File: config.mk
export PLATFORM = sky130hd
export DESIGN_NAME = csa_seq_accum
export DESIGN_NICKNAME = d
export VERILOG_FILES = /design/src/rtl/csa_seq_accum_pkg.sv /design/src/rtl/csa_seq_accum_csa_3to2.sv /design/src/rtl/csa_seq_accum.sv
export SDC_FILE = /design/constraint.sdc
export NUM_CORES = 1
export LEC_CHECK = 0
export BUFFER_PORTS_ARGS = -buffer_cell sky130_fd_sc_hd__buf_2
export CAP_MARGIN = 20
export CORE_MARGIN = 5
export CORE_UTILIZATION = 55
export CTS_BUF_LIST = sky130_fd_sc_hd__clkbuf_4
export DETAILED_ROUTE_END_ITERATION = 6
export PLACE_DENSITY_LB_ADDON = 0.25
export SETUP_SLACK_MARGIN = 0.3
export SYNTH_ARGS = -nofsm -noshare
export SYNTH_HDL_FRONTEND = slang
export SYNTH_SLANG_ARGS = --single-unit
File: constraint.sdc
create_clock -name clk -period 4.3 [get_ports clk]
set_input_delay 0.215 -clock clk [delete_from_list [all_inputs] [get_ports clk]]
set_output_delay 0.215 -clock clk [all_outputs]
set_load 0.03 [all_outputs]
File: src/rtl/csa_seq_accum_pkg.sv
// Shared types and width helpers for the sequential carry-save accumulator.
package csa_seq_accum_pkg;

    typedef enum logic [1:0] {
        IDLE    = 2'd0,
        ACCUM   = 2'd1,
        RESOLVE = 2'd2,
        DONE    = 2'd3
    } state_t;

    localparam int NUM_OPS_DEFAULT = 10;

    function automatic int cnt_width(input int num_ops);
        return $clog2(num_ops + 1);
    endfunction

    localparam int CNT_W = cnt_width(NUM_OPS_DEFAULT);

endpackage

File: src/rtl/csa_seq_accum_csa_3to2.sv
// One width-W carry-save (3:2) stage: per-bit full adder without carry propagation.
module csa_3to2 #(
    parameter int W = 16
) (
    input  logic [W-1:0] a,
    input  logic [W-1:0] b,
    input  logic [W-1:0] c,
    output logic [W-1:0] s,
    output logic [W-1:0] co
);

    genvar gi;
    generate
        for (gi = 0; gi < W; gi++) begin : g_bit
            assign s[gi]  = a[gi] ^ b[gi] ^ c[gi];
            assign co[gi] = (a[gi] & b[gi]) | (a[gi] & c[gi]) | (b[gi] & c[gi]);
        end
    endgenerate

endmodule

File: src/rtl/csa_seq_accum.sv
// Streaming multi-operand adder: folds NUM_OPS operands into redundant sum/carry
// registers through one reused 3:2 stage, then resolves with a single add.
module csa_seq_accum
    import csa_seq_accum_pkg::*;
#(
    parameter int N       = 8,
    parameter int NUM_OPS = 10,
    parameter int SW      = 16
) (
    input  logic                             clk,
    input  logic                             rst_n,
    input  logic                             abort,
    input  logic                             in_valid,
    output logic                             in_ready,
    input  logic [N-1:0]                     in_data,
    output logic                             out_valid,
    input  logic                             out_ready,
    output logic [SW-1:0]                    out_data,
    output logic                             busy,
    output logic [cnt_width(NUM_OPS)-1:0]    op_count
);

    localparam int OP_CNT_W = cnt_width(NUM_OPS);
    localparam logic [OP_CNT_W-1:0] LAST_CNT = OP_CNT_W'(NUM_OPS - 1);

    state_t              state_reg;
    logic [SW-1:0]       sum_reg;
    logic [SW-1:0]       carry_reg;
    logic [OP_CNT_W-1:0] op_count_reg;
    logic [SW-1:0]       out_data_reg;
    logic                out_valid_reg;
    logic                in_ready_reg;
    logic                busy_reg;

    logic [SW-1:0] opx;
    logic [SW-1:0] csa_s;
    logic [SW-1:0] csa_co;
    logic [SW-1:0] carry_next;
    logic          accept;

    assign opx        = SW'(in_data);
    assign accept     = in_valid & in_ready_reg;
    // Carry weight doubles; the bit shifted out of the MSB is dropped (mod 2^SW).
    assign carry_next = {csa_co[SW-2:0], 1'b0};

    csa_3to2 #(
        .W (SW)
    ) u_csa (
        .a  (sum_reg),
        .b  (carry_reg),
        .c  (opx),
        .s  (csa_s),
        .co (csa_co)
    );

    always_ff @(posedge clk) begin
        if (!rst_n || abort) begin
            state_reg     <= IDLE;
            sum_reg       <= '0;
            carry_reg     <= '0;
            op_count_reg  <= '0;
            out_data_reg  <= '0;
            out_valid_reg <= 1'b0;
            in_ready_reg  <= 1'b1;
            busy_reg      <= 1'b0;
        end else begin
            case (state_reg)
                IDLE, ACCUM: begin
                    if (accept) begin
                        sum_reg   <= csa_s;
                        carry_reg <= carry_next;
                        busy_reg  <= 1'b1;
                        if (state_reg == IDLE) begin
                            op_count_reg <= OP_CNT_W'(1);
                        end else begin
                            op_count_reg <= op_count_reg + OP_CNT_W'(1);
                        end
                        // IDLE always has a count of 0, so NUM_OPS==1 lands here too.
                        if ((state_reg == IDLE && NUM_OPS == 1) ||
                            (state_reg == ACCUM && op_count_reg == LAST_CNT)) begin
                            state_reg    <= RESOLVE;
                            in_ready_reg <= 1'b0;
                        end else begin
                            state_reg    <= ACCUM;
                        end
                    end
                end
                RESOLVE: begin
                    out_data_reg  <= sum_reg + carry_reg;
                    out_valid_reg <= 1'b1;
                    state_reg     <= DONE;
                end
                DONE: begin
                    if (out_ready) begin
                        out_valid_reg <= 1'b0;
                        sum_reg       <= '0;
                        carry_reg     <= '0;
                        op_count_reg  <= '0;
                        in_ready_reg  <= 1'b1;
                        busy_reg      <= 1'b0;
                        state_reg     <= IDLE;
                    end
                end
                default: begin
                    state_reg    <= IDLE;
                    in_ready_reg <= 1'b1;
                    busy_reg     <= 1'b0;
                end
            endcase
        end
    end

    assign in_ready  = in_ready_reg;
    assign out_valid = out_valid_reg;
    assign out_data  = out_data_reg;
    assign busy      = busy_reg;
    assign op_count  = op_count_reg;

endmodule

==> flow_metrics.env <==
export IMPL_endpoint_kind="flip-flop"
export IMPL_grt_ovfl_total=0
export IMPL_synth_top_area_cell="dfxtp_1"
export IMPL_use_met2=0.303
export IMPL_yosys_warnings=0
export IMPL_gp_congestion=0.843
export IMPL_fin_skew_ns=0.0105
export IMPL_rsz0062_at_grt="no"
export IMPL_htreeDepth=2
export IMPL_fin_crit_ns=2.36
export IMPL_drv_cap=0
export IMPL_fp_dieW_um=81.2
export IMPL_busiest_layer="met2"
export IMPL_finalInstanceArea_sq_um=3060
export IMPL_cts_root_buf="clkbuf_4"
export IMPL_netlist_area_sq_um=2790
export IMPL_antenna_left=0
export IMPL_cp_max_fo=3
export IMPL_slew_violations=0
export IMPL_cp_cell_sequence="ha_1, fa_1, a21o_1, a221oi_2, o21bai_1, a21oi_1, nor4_1, a221o_1"
export IMPL_clk_pin_slew_ns=0.16
export IMPL_grtUsageTotal=0.180
export IMPL_io_buffers=35
export IMPL_io_pins=36
export IMPL_synth_seq_cells=56
export IMPL_coreArea_sq_um=5010
export IMPL_die_y_um=81.2
export IMPL_dr_first_iter_drc_count=114
export IMPL_hold_path_class="in2reg"
export IMPL_leakagePower_nw=1.31
export IMPL_cts_resized=0
export IMPL_synth_top_area_share=0.402
export IMPL_postCtsSetupRepairBufs=0
export IMPL_async_reset_ff_frac=0
export IMPL_num_vias=2276
export IMPL_synth_edf_count=0
export IMPL_pwr_density_cell_nw_per_um2=285
export IMPL_cts_buffer_depth=2
export IMPL_finalSetupViolations=0
export IMPL_multi_input_comb_area_sq_um=1560
export IMPL_num_fill_cells=466
export IMPL_rows=26
export IMPL_synthTopCellsByArea="dfxtp_1, a22oi_1, ha_1"
export IMPL_place_ws_ns=1.98
export IMPL_routed_wl_mm=5.65
export IMPL_seqCellArea_sq_um=1120
export IMPL_grt_pass1_vias=2103
export IMPL_dpl_hpwl_mm=3.98
export IMPL_clock_sinks=56
export IMPL_cp_required_ns=4.59
export IMPL_setup_ws_ns=1.94
export IMPL_clock_fmax_ghz=0.423
export IMPL_syn_num_nets=343
export IMPL_antenna_found_initial=0
export IMPL_grt_max_degree=54
export IMPL_reg2reg_slack_ns=1.94
export IMPL_timing_setup_critical_path_class="reg2reg"
export IMPL_worstSkewPairLatency_ns=0.38
export IMPL_final_hold_viol_count=0
export IMPL_worstMarginPinSlew_ns=1.04
export IMPL_cp_start_kind="flip-flop"
export IMPL_ir_drop_mv=0.154
export IMPL_n_antenna_cell=0
export IMPL_routed_via_density=5.68
export IMPL_synthFlopType="dfxtp_1"
export IMPL_ys_seq_area_frac=0.402
export IMPL_cp_arrival_ns=2.66
export IMPL_area_growth_syn_to_layout_pct=9.83
export IMPL_ys_types=49
export IMPL_cpMaxStageDelayCell="fa_1"
export IMPL_cts_tree="built"
export IMPL_slowest_delay_ns=0.40
export IMPL_route_detailed_drc=0
export IMPL_placed_area_sq_um=2980
export IMPL_slew_headroom=0.306
export IMPL_tns_ns=0
export IMPL_cts_made_buffers=5
export IMPL_synth_avg_cell_area_sq_um=9.14
export IMPL_use_met1=0.227
export IMPL_period_share=0.550
export IMPL_grtUsageMet3=0.0399
export IMPL_grt_pass1_wl_mm=9.47
export IMPL_start_util=0.556
export IMPL_synthCells=305
export IMPL_nNetsFinal=368
export IMPL_status="finished clean"
export IMPL_dieArea_sq_um=6590
export IMPL_ctsHoldBuffers=0
export IMPL_firstDrtPassIters=4
export IMPL_drive_gt1_frac=0.163
export IMPL_wire_per_inst_um=14.1
## cells in the mapped netlist (all sizes together), types with 5 or more instances
master,instances
a21o,7
dfxtp,56
o21ai,8
xnor2,9
a22oi,31
clkbuf,13
fa,8
ha,17
nand3,5
a21oi,26
nor2,44
buf,6
nand2,26
## area by class of cell
cell class | count | area share
multi-input cells | 225 | 0.508
well taps | 70 | 0.0286
repair buffers | 37 | 0.0646
clock buffers | 5 | 0.0123
clock inverters | 3 | 0.0139
flip-flops and latches | 56 | 0.366
inverters | 5 | 0.00654
## layout by cell type (no fill, tap or decap), types with 2 or more instances in the layout
master | Yosys | final
a211oi_1 | 3 | 3
a21o_1 | 6 | 6
a21oi_1 | 25 | 25
a221o_1 | 2 | 2
a22o_1 | 3 | 3
a22oi_1 | 31 | 31
and2_1 | 3 | 3
buf_2 | 1 | 35
clkbuf_4 | 0 | 5
clkinv_2 | 1 | 2
dfxtp_1 | 56 | 56
fa_1 | 8 | 8
ha_1 | 17 | 17
inv_1 | 4 | 4
nand2_1 | 26 | 26
nand2b_1 | 3 | 2
nand3_1 | 4 | 4
nand4_1 | 3 | 3
nor2_1 | 44 | 43
nor3_1 | 2 | 2
nor4_1 | 2 | 2
o211a_1 | 2 | 2
o21ai_0 | 5 | 5
o21ai_1 | 2 | 2
o21bai_1 | 2 | 2
or3_1 | 2 | 2
or4_1 | 2 | 2
xnor2_1 | 9 | 9
xor2_1 | 3 | 3
## stage by stage
step	util	std cells	total power [mW]	hold WS [ns]
2_1_floorplan	-	305	0.582	0.394
3_3_place_gp	0.592	392	0.596	0.437
3_5_place_dp	0.595	393	0.599	0.444
4_1_cts	0.611	401	0.885	0.123
5_1_grt	0.611	401	0.910	0.128
6_report	0.611	401	0.873	0.140
## critical path, delay by kind of cell, from the launching register on
kind	cells	cell delay, ns
AOI/OAI and AO/OA	5	1.17
adders and majority gates	2	0.64
DFF	1	0.37
and+or+nand+nor	1	0.10
## power breakdown
part	internal [mW]	switching [mW]	total, mW
Combinational	0.0214	0.0370	0.0584
Clock	0.121	0.164	0.285
Sequential	0.524	0.00578	0.530
Total	0.667	0.206	0.873
## routing by layer
layer / part of all wire / wire, um / vias to the layer above
met5: 0 / 0 / -
met3: 0.048 / 272 / 11
met2: 0.47 / 2670 / 41
met1: 0.46 / 2590 / 1088
met4: 0.021 / 117 / 0
li1: - / - / 1136
## cells by family (layout without fill, tap and decap cells)
| kind of cell | count (synthesis) | in the layout | share of synthesized area |
|---|---|---|---|
| mux | 1 | 1 | 0.00359 |
| buf+inv | 24 | 50 | 0.0417 |
| compound gates | 90 | 90 | 0.224 |
| xor+xnor | 12 | 12 | 0.0377 |
| flops | 56 | 56 | 0.402 |
| simple gates | 97 | 97 | 0.157 |
| fa+ha+maj | 25 | 25 | 0.134 |
## final timing paths
path / cells past startpoint / end / startpoint
setup / recovery: 8 / out_data[9] / sum_reg[1]
hold / removal: 3 / busy / in_valid
setup reg to reg: 8 / out_data[9] / sum_reg[1]
hold reg to reg: 2 / out_data[4] / out_data[4]
No activity file was read; power rests on OpenSTA's default activity.
